### config.mk
export PLATFORM = sky130hd
export DESIGN_NAME = hash_mode_mux
export DESIGN_NICKNAME = d
export VERILOG_FILES = /design/src/rtl/hash_mode_mux.sv
export SDC_FILE = /design/constraint.sdc
export NUM_CORES = 1
export LEC_CHECK = 0
export BUFFER_PORTS_ARGS = -buffer_cell sky130_fd_sc_hd__clkbuf_2
export CAP_MARGIN = 20
export CORE_AREA = 3 3 379 381
export CTS_CLUSTER_SIZE = 20
export DETAILED_ROUTE_END_ITERATION = 12
export DIE_AREA = 0 0 382 384
export SLEW_MARGIN = 20
export SYNTH_ARGS = -nofsm -noshare
export SYNTH_HDL_FRONTEND = slang
export SYNTH_SLANG_ARGS = --single-unit
### constraint.sdc
create_clock -name clk -period 4.1 [get_ports clk]
set_input_delay 0.41 -clock clk [delete_from_list [all_inputs] [get_ports clk]]
set_output_delay 0.41 -clock clk [all_outputs]
set_load 0.01 [all_outputs]
### src/rtl/hash_mode_mux.sv
// hash_mode_mux: selects one of NUM_ENG hash engines and registers its data,
// state and addend buses toward the shared hash datapath. A small controller
// only lets the selected engine change between messages, counts the words of
// the current message and raises a sticky flag on protocol violations.
module hash_mode_mux #(
    parameter int                 DATA_WIDTH   = 32,
    parameter int                 STATE_DWIDTH = 32,
    parameter int                 NUM_ENG      = 2,
    parameter int                 SEL_W        = 1,
    parameter logic [NUM_ENG-1:0] ENG_HAS_E    = 2'b10,
    parameter int                 CNT_W        = 16
) (
    input  logic                                clk,
    input  logic                                rst,
    input  logic [NUM_ENG-1:0]                  EngDataVld,
    input  logic [NUM_ENG*DATA_WIDTH-1:0]       EngDataIn,
    input  logic [NUM_ENG-1:0]                  EngMsgDgstVld,
    input  logic [NUM_ENG*5*STATE_DWIDTH-1:0]   EngState,
    input  logic [NUM_ENG*4*STATE_DWIDTH-1:0]   EngAddend,
    input  logic                                ModeReqVld,
    input  logic [SEL_W-1:0]                    ModeReq,
    output logic                                ModeAck,
    output logic [SEL_W-1:0]                    CurMode,
    output logic                                Busy,
    output logic                                msgDgstVld,
    output logic                                MuxedDataVld,
    output logic [DATA_WIDTH-1:0]               MuxedDataIn,
    output logic [STATE_DWIDTH-1:0]             MuxedStateAComb,
    output logic [STATE_DWIDTH-1:0]             MuxedStateBComb,
    output logic [STATE_DWIDTH-1:0]             MuxedStateCComb,
    output logic [STATE_DWIDTH-1:0]             MuxedStateDComb,
    output logic [STATE_DWIDTH-1:0]             MuxedStateEComb,
    output logic [STATE_DWIDTH-1:0]             MuxedAddend0A,
    output logic [STATE_DWIDTH-1:0]             MuxedAddend0B,
    output logic [STATE_DWIDTH-1:0]             MuxedAddend1A,
    output logic [STATE_DWIDTH-1:0]             MuxedAddend1B,
    output logic [CNT_W-1:0]                    WordCnt,
    output logic                                ProtoErr
);

    typedef enum logic [1:0] {
        IDLE,
        ACTIVE,
        DRAIN
    } ctrlState_t;

    ctrlState_t state, stateNext;

    logic [NUM_ENG-1:0]        selMask;
    logic                      selVld;
    logic                      selDgst;
    logic                      selHasE;
    logic [DATA_WIDTH-1:0]     selData;
    logic [5*STATE_DWIDTH-1:0] selState;
    logic [4*STATE_DWIDTH-1:0] selAddend;
    logic                      legalReq;
    logic                      foreignVld;
    logic                      switchWindow;
    logic                      acceptSwitch;
    logic                      badReq;

    // Pick the selected engine's slices and check whether the requested index names a real engine
    always_comb begin
        selMask   = '0;
        selVld    = 1'b0;
        selDgst   = 1'b0;
        selHasE   = 1'b0;
        selData   = '0;
        selState  = '0;
        selAddend = '0;
        legalReq  = 1'b0;
        for (int i = 0; i < NUM_ENG; i++) begin
            if (CurMode == SEL_W'(i)) begin
                selMask[i] = 1'b1;
                selVld     = EngDataVld[i];
                selDgst    = EngMsgDgstVld[i];
                selHasE    = ENG_HAS_E[i];
                selData    = EngDataIn[i*DATA_WIDTH +: DATA_WIDTH];
                selState   = EngState[i*5*STATE_DWIDTH +: 5*STATE_DWIDTH];
                selAddend  = EngAddend[i*4*STATE_DWIDTH +: 4*STATE_DWIDTH];
            end
            if (ModeReq == SEL_W'(i)) begin
                legalReq = 1'b1;
            end
        end
    end

    assign foreignVld   = |((EngDataVld | EngMsgDgstVld) & ~selMask);
    assign switchWindow = (state == IDLE) && !selVld && !selDgst && ModeReqVld;
    assign acceptSwitch = switchWindow && legalReq;
    assign badReq       = switchWindow && !legalReq;
    assign Busy         = (state != IDLE);

    // Message controller next state; a digest always ends the message, even alongside a data word
    always_comb begin
        stateNext = state;
        case (state)
            IDLE: begin
                if (selDgst) begin
                    stateNext = DRAIN;
                end else if (selVld) begin
                    stateNext = ACTIVE;
                end
            end
            ACTIVE: begin
                if (selDgst) begin
                    stateNext = DRAIN;
                end
            end
            DRAIN: begin
                stateNext = IDLE;
            end
            default: begin
                stateNext = IDLE;
            end
        endcase
    end

    // Controller state register
    always_ff @(posedge clk) begin
        if (rst) begin
            state <= IDLE;
        end else begin
            state <= stateNext;
        end
    end

    // Mode selection, word counting and sticky error; a fresh violation wins over the clear on switch
    always_ff @(posedge clk) begin
        if (rst) begin
            CurMode  <= '0;
            ModeAck  <= 1'b0;
            WordCnt  <= '0;
            ProtoErr <= 1'b0;
        end else begin
            ModeAck <= acceptSwitch;
            if (acceptSwitch) begin
                CurMode <= ModeReq;
            end
            if (acceptSwitch || (state == DRAIN)) begin
                WordCnt <= '0;
            end else if (selVld && (WordCnt != '1)) begin
                WordCnt <= WordCnt + 1'b1;
            end
            if (foreignVld || badReq) begin
                ProtoErr <= 1'b1;
            end else if (acceptSwitch) begin
                ProtoErr <= 1'b0;
            end
        end
    end

    // One-cycle pipeline register toward the datapath; engines without an E register present zero
    always_ff @(posedge clk) begin
        if (rst) begin
            msgDgstVld      <= 1'b0;
            MuxedDataVld    <= 1'b0;
            MuxedDataIn     <= '0;
            MuxedStateAComb <= '0;
            MuxedStateBComb <= '0;
            MuxedStateCComb <= '0;
            MuxedStateDComb <= '0;
            MuxedStateEComb <= '0;
            MuxedAddend0A   <= '0;
            MuxedAddend0B   <= '0;
            MuxedAddend1A   <= '0;
            MuxedAddend1B   <= '0;
        end else begin
            msgDgstVld      <= selDgst;
            MuxedDataVld    <= selVld;
            MuxedDataIn     <= selData;
            MuxedStateAComb <= selState[0*STATE_DWIDTH +: STATE_DWIDTH];
            MuxedStateBComb <= selState[1*STATE_DWIDTH +: STATE_DWIDTH];
            MuxedStateCComb <= selState[2*STATE_DWIDTH +: STATE_DWIDTH];
            MuxedStateDComb <= selState[3*STATE_DWIDTH +: STATE_DWIDTH];
            MuxedStateEComb <= selHasE ? selState[4*STATE_DWIDTH +: STATE_DWIDTH] : '0;
            MuxedAddend0A   <= selAddend[0*STATE_DWIDTH +: STATE_DWIDTH];
            MuxedAddend0B   <= selAddend[1*STATE_DWIDTH +: STATE_DWIDTH];
            MuxedAddend1A   <= selAddend[2*STATE_DWIDTH +: STATE_DWIDTH];
            MuxedAddend1B   <= selAddend[3*STATE_DWIDTH +: STATE_DWIDTH];
        end
    end

endmodule
==> impl_metrics.py <==
metrics = {
    "run_status": {
        "outcome": "finished, final reports clean",
    },
    "route": {
        "ant_nets": 0,
        "dr.pass1.iters": 5,
        "vias_per_cell": 3.14,
        "vias": 13000,
        "routed_wirelength_mm": 99.5,
        "wl_per_cell_um": 24.1,
        "initialDrtViolationCount": 692,
        "drc_errors": 0,
    },
    "synth": {
        "yosysTopAreaCell": "dfxtp_1",
        "synth_cells": 1129,
        "synth.distinct_cells": 34,
        "netlist.area_leader.share": 0.575,
        "yosys-top-cells-count": "343 x dfxtp_1, 299 x nor2_1, 293 x mux2i_1",
        "synthArstFlopShare": 0,
        "yosysSeqAreaShare": 0.575,
        "synthFlopType": "dfxtp_1",
        "yosysWarnings": 0,
        "netlist_area_mm2": 0.0119,
        "mappedNetlistNets": 1778,
        "synth_area_leaders": "dfxtp_1 57%, mux2i_1 25%, nor2_1 9.4%",
        "synth_area_per_cell_um2": 10.6,
        "ys_seq_elements": 343,
        "synth.most_common_cell": "dfxtp_1",
        "synth_edf_count": 0,
    },
    "clocking": {
        "cts_resized": 0,
        "postCtsHoldBufs": 127,
        "cts_sinks": 343,
        "cts_tree": "yes",
        "cts-root-buf": "clkbuf_16",
        "clk_pin_slew_ns": 0.06,
        "clock_latency_ns": 0.59,
        "clock_path_buffers": 3,
        "cts_setup_buffers": 0,
        "cts_htree_levels": 2,
        "numCtsBuffers": 43,
    },
    "critical_path": {
        "r2r_cells": 5,
        "r2r_end": "MuxedStateDComb[0]",
        "r2r_setup_slack_ns": 1.40,
        "worstSetupEndpointType": "flop",
        "cp_slowest_cell": "dfxtp_4",
        "arrival_ns": 3.14,
        "crit_top_cell": "buf_12",
        "cp-start-kind": "flop",
        "path_max_fanout": 69,
        "cp_cell_sequence": "buf_12 > buf_12 > mux2i_1 > dlygate4sd3_1 > nor2_1",
        "critPathRequiredTime_ns": 4.54,
        "path_class": "flop to flop",
        "r2r_start": "CurMode",
        "cpPeakStageDelay_ns": 0.64,
    },
    "global_route": {
        "grt_pass1_wl_mm": 123,
        "grt_pass1_vias": 12600,
        "antenna_found_initial": 84,
        "track_usage": 0.128,
        "overflow": 0,
        "grt_start_max_net_pins": 153,
    },
    "timing": {
        "timing_hold_violations_final": 0,
        "setup_slack_ns": 1.40,
        "min_period_over_period": 0.659,
        "tightest_slew_ns": 1.08,
        "slew_headroom": 0.279,
        "setup_tns_ns": 0,
        "finalSetupViolCount": 0,
        "maxSlewViolCount": 0,
        "rsz0062_at_grt": "no",
        "fin_skew_ns": 0.0197,
        "timing.fmax_ghz": 0.370,
        "min_period_ns": 2.70,
    },
    "place": {
        "portBuffers": 957,
        "place_worst_setup_slack_ns": 1.79,
        "place.gp.congestion": 0.980,
        "place_hpwl_mm": 86.5,
        "placedCellCount": 3911,
    },
    "power": {
        "power_leakage_nw": 9.65,
        "netSwitchingPower_mw": 2.43,
        "p_int_mw": 6.59,
        "sw_frac_of_total": 0.269,
        "power.share.sequential": 0.398,
        "peakVddDrop_mv": 0.225,
        "powerDensity_mw_per_mm2": 413,
        "p_comb_frac": 0.143,
        "power_frac_clock": 0.459,
    },
    "floorplan": {
        "dieArea_mm2": 0.147,
        "die_h_um": 384,
        "ios": 990,
        "die_x_um": 382,
        "core_mm2": 0.141,
        "fp-row-count": 138,
        "initial_core_util": 0.0848,
    },
    "worst_hold_path": {
        "hp-class": "input pin to flop",
        "whs_path_depth": 3,
        "min_to": "MuxedStateBComb[21]",
        "hp-start": "EngState[53]",
    },
    "final_layout": {
        "layout-drive-gt1-share": 0.469,
        "fin_cells": 4131,
        "areaGrowthSynthToFinish_pct": 82.7,
        "fillers": 16100,
        "final_nets": 2842,
    },
    "flow_run": {
        "drv_cap": 0,
    },
}
[flip-flops by register name, summed over array words and instances (netlist names), 2 cells and up]
register         cells
MuxedStateEComb     32
MuxedAddend1B       32
state                2
MuxedStateCComb     32
MuxedAddend0B       32
MuxedStateBComb     32
WordCnt             16
MuxedDataIn         32
MuxedAddend0A       32
MuxedAddend1A       32
MuxedStateAComb     32
MuxedStateDComb     32
[worst max path at each step]
| stage | start | to | cells past startpoint |
|---|---|---|---|
| after floorplan | WordCnt[0] | WordCnt[0] | 5 |
| after global placement | WordCnt[0] | WordCnt[0] | 5 |
| after detailed placement | WordCnt[0] | WordCnt[0] | 5 |
| after CTS | CurMode | MuxedAddend0A[19] | 5 |
| after global routing | CurMode | MuxedStateDComb[0] | 5 |
| final | CurMode | MuxedStateDComb[0] | 5 |
[cell type report]
cell class                 instances  area [um2]  area share
inverter                           1        3.75    0.000172
clock inverter                    23         310      0.0142
sequential                       343        6870       0.315
multi-input combinational        713        4820       0.221
antenna                           13        32.5     0.00149
tap                             1890        2360       0.108
timing repair buffer            1091        6190       0.284
clock buffer                      57        1230      0.0564
[critical path, delay by kind of cell, from the launching register on]
family / cells / cell delay [ns]
and+or+nand+nor: 1 / 0.04
muxes: 1 / 0.25
buffers and inverters: 3 / 1.34
DFF: 1 / 0.64
[metrics by stage]
stage	util	total power [mW]	instance area [um2]	hold slack, ns
2_1_floorplan	-	4.03	11900	0.460
3_3_place_gp	0.135	4.86	19000	0.474
3_5_place_dp	0.135	4.86	19000	0.482
4_1_cts	0.155	9.24	21800	0.0000122
5_1_grt	0.155	9.42	21800	0.0253
6_report	0.155	9.02	21800	0.0598
[power groups by stage]
stage / combinational (mW) / clock (mW) / sequential [mW]
3_5_place_dp: 1.20 / 0 / 3.66
3_3_place_gp: 1.20 / 0 / 3.65
6_report: 1.29 / 4.14 / 3.59
2_1_floorplan: 0.298 / 0 / 3.73
5_1_grt: 1.39 / 4.43 / 3.60
4_1_cts: 1.32 / 4.34 / 3.59
[cells by family (layout without fill, tap and decap cells)]
group | after synthesis | in the layout | synth area share
compound gates | 36 | 36 | 0.0199
fa+ha+maj | 1 | 1 | 0.00105
buf+inv | 73 | 1172 | 0.0233
flops | 343 | 343 | 0.575
mux | 294 | 294 | 0.247
other cells | 0 | 13 | 0
simple gates | 382 | 382 | 0.134
[placed cells by master, fill, tap and decap left out, types with 3 or more instances in the layout]
master | synthesis | final
diode_2 | 0 | 13
clkbuf_1 | 39 | 5
a31oi_1 | 3 | 3
clkinv_2 | 0 | 7
and2_1 | 32 | 32
buf_12 | 0 | 5
mux2i_1 | 293 | 293
and3_1 | 4 | 4
a21oi_1 | 13 | 13
o21ai_0 | 7 | 7
dfxtp_1 | 343 | 342
dlygate4sd3_1 | 0 | 127
nor3_1 | 7 | 7
clkbuf_2 | 0 | 956
nor2_1 | 299 | 299
nand4_1 | 4 | 4
clkbuf_8 | 0 | 8
inv_6 | 0 | 5
or4_1 | 3 | 3
a2111o_1 | 3 | 3
clkbuf_16 | 0 | 44
nand3_1 | 5 | 5
nor4b_1 | 3 | 3
bufinv_16 | 0 | 6
nand2_1 | 15 | 15
[routing by layer]
metal  up-vias  GRT usage  part of all wire
met1      5991      0.142              0.37
li1       5922          -                 -
met4        68     0.0436             0.038
met3       239     0.0691              0.12
met5         -          0            0.0048
met2       749      0.209              0.46
Note: power is estimated with default switching activity, not from simulation.
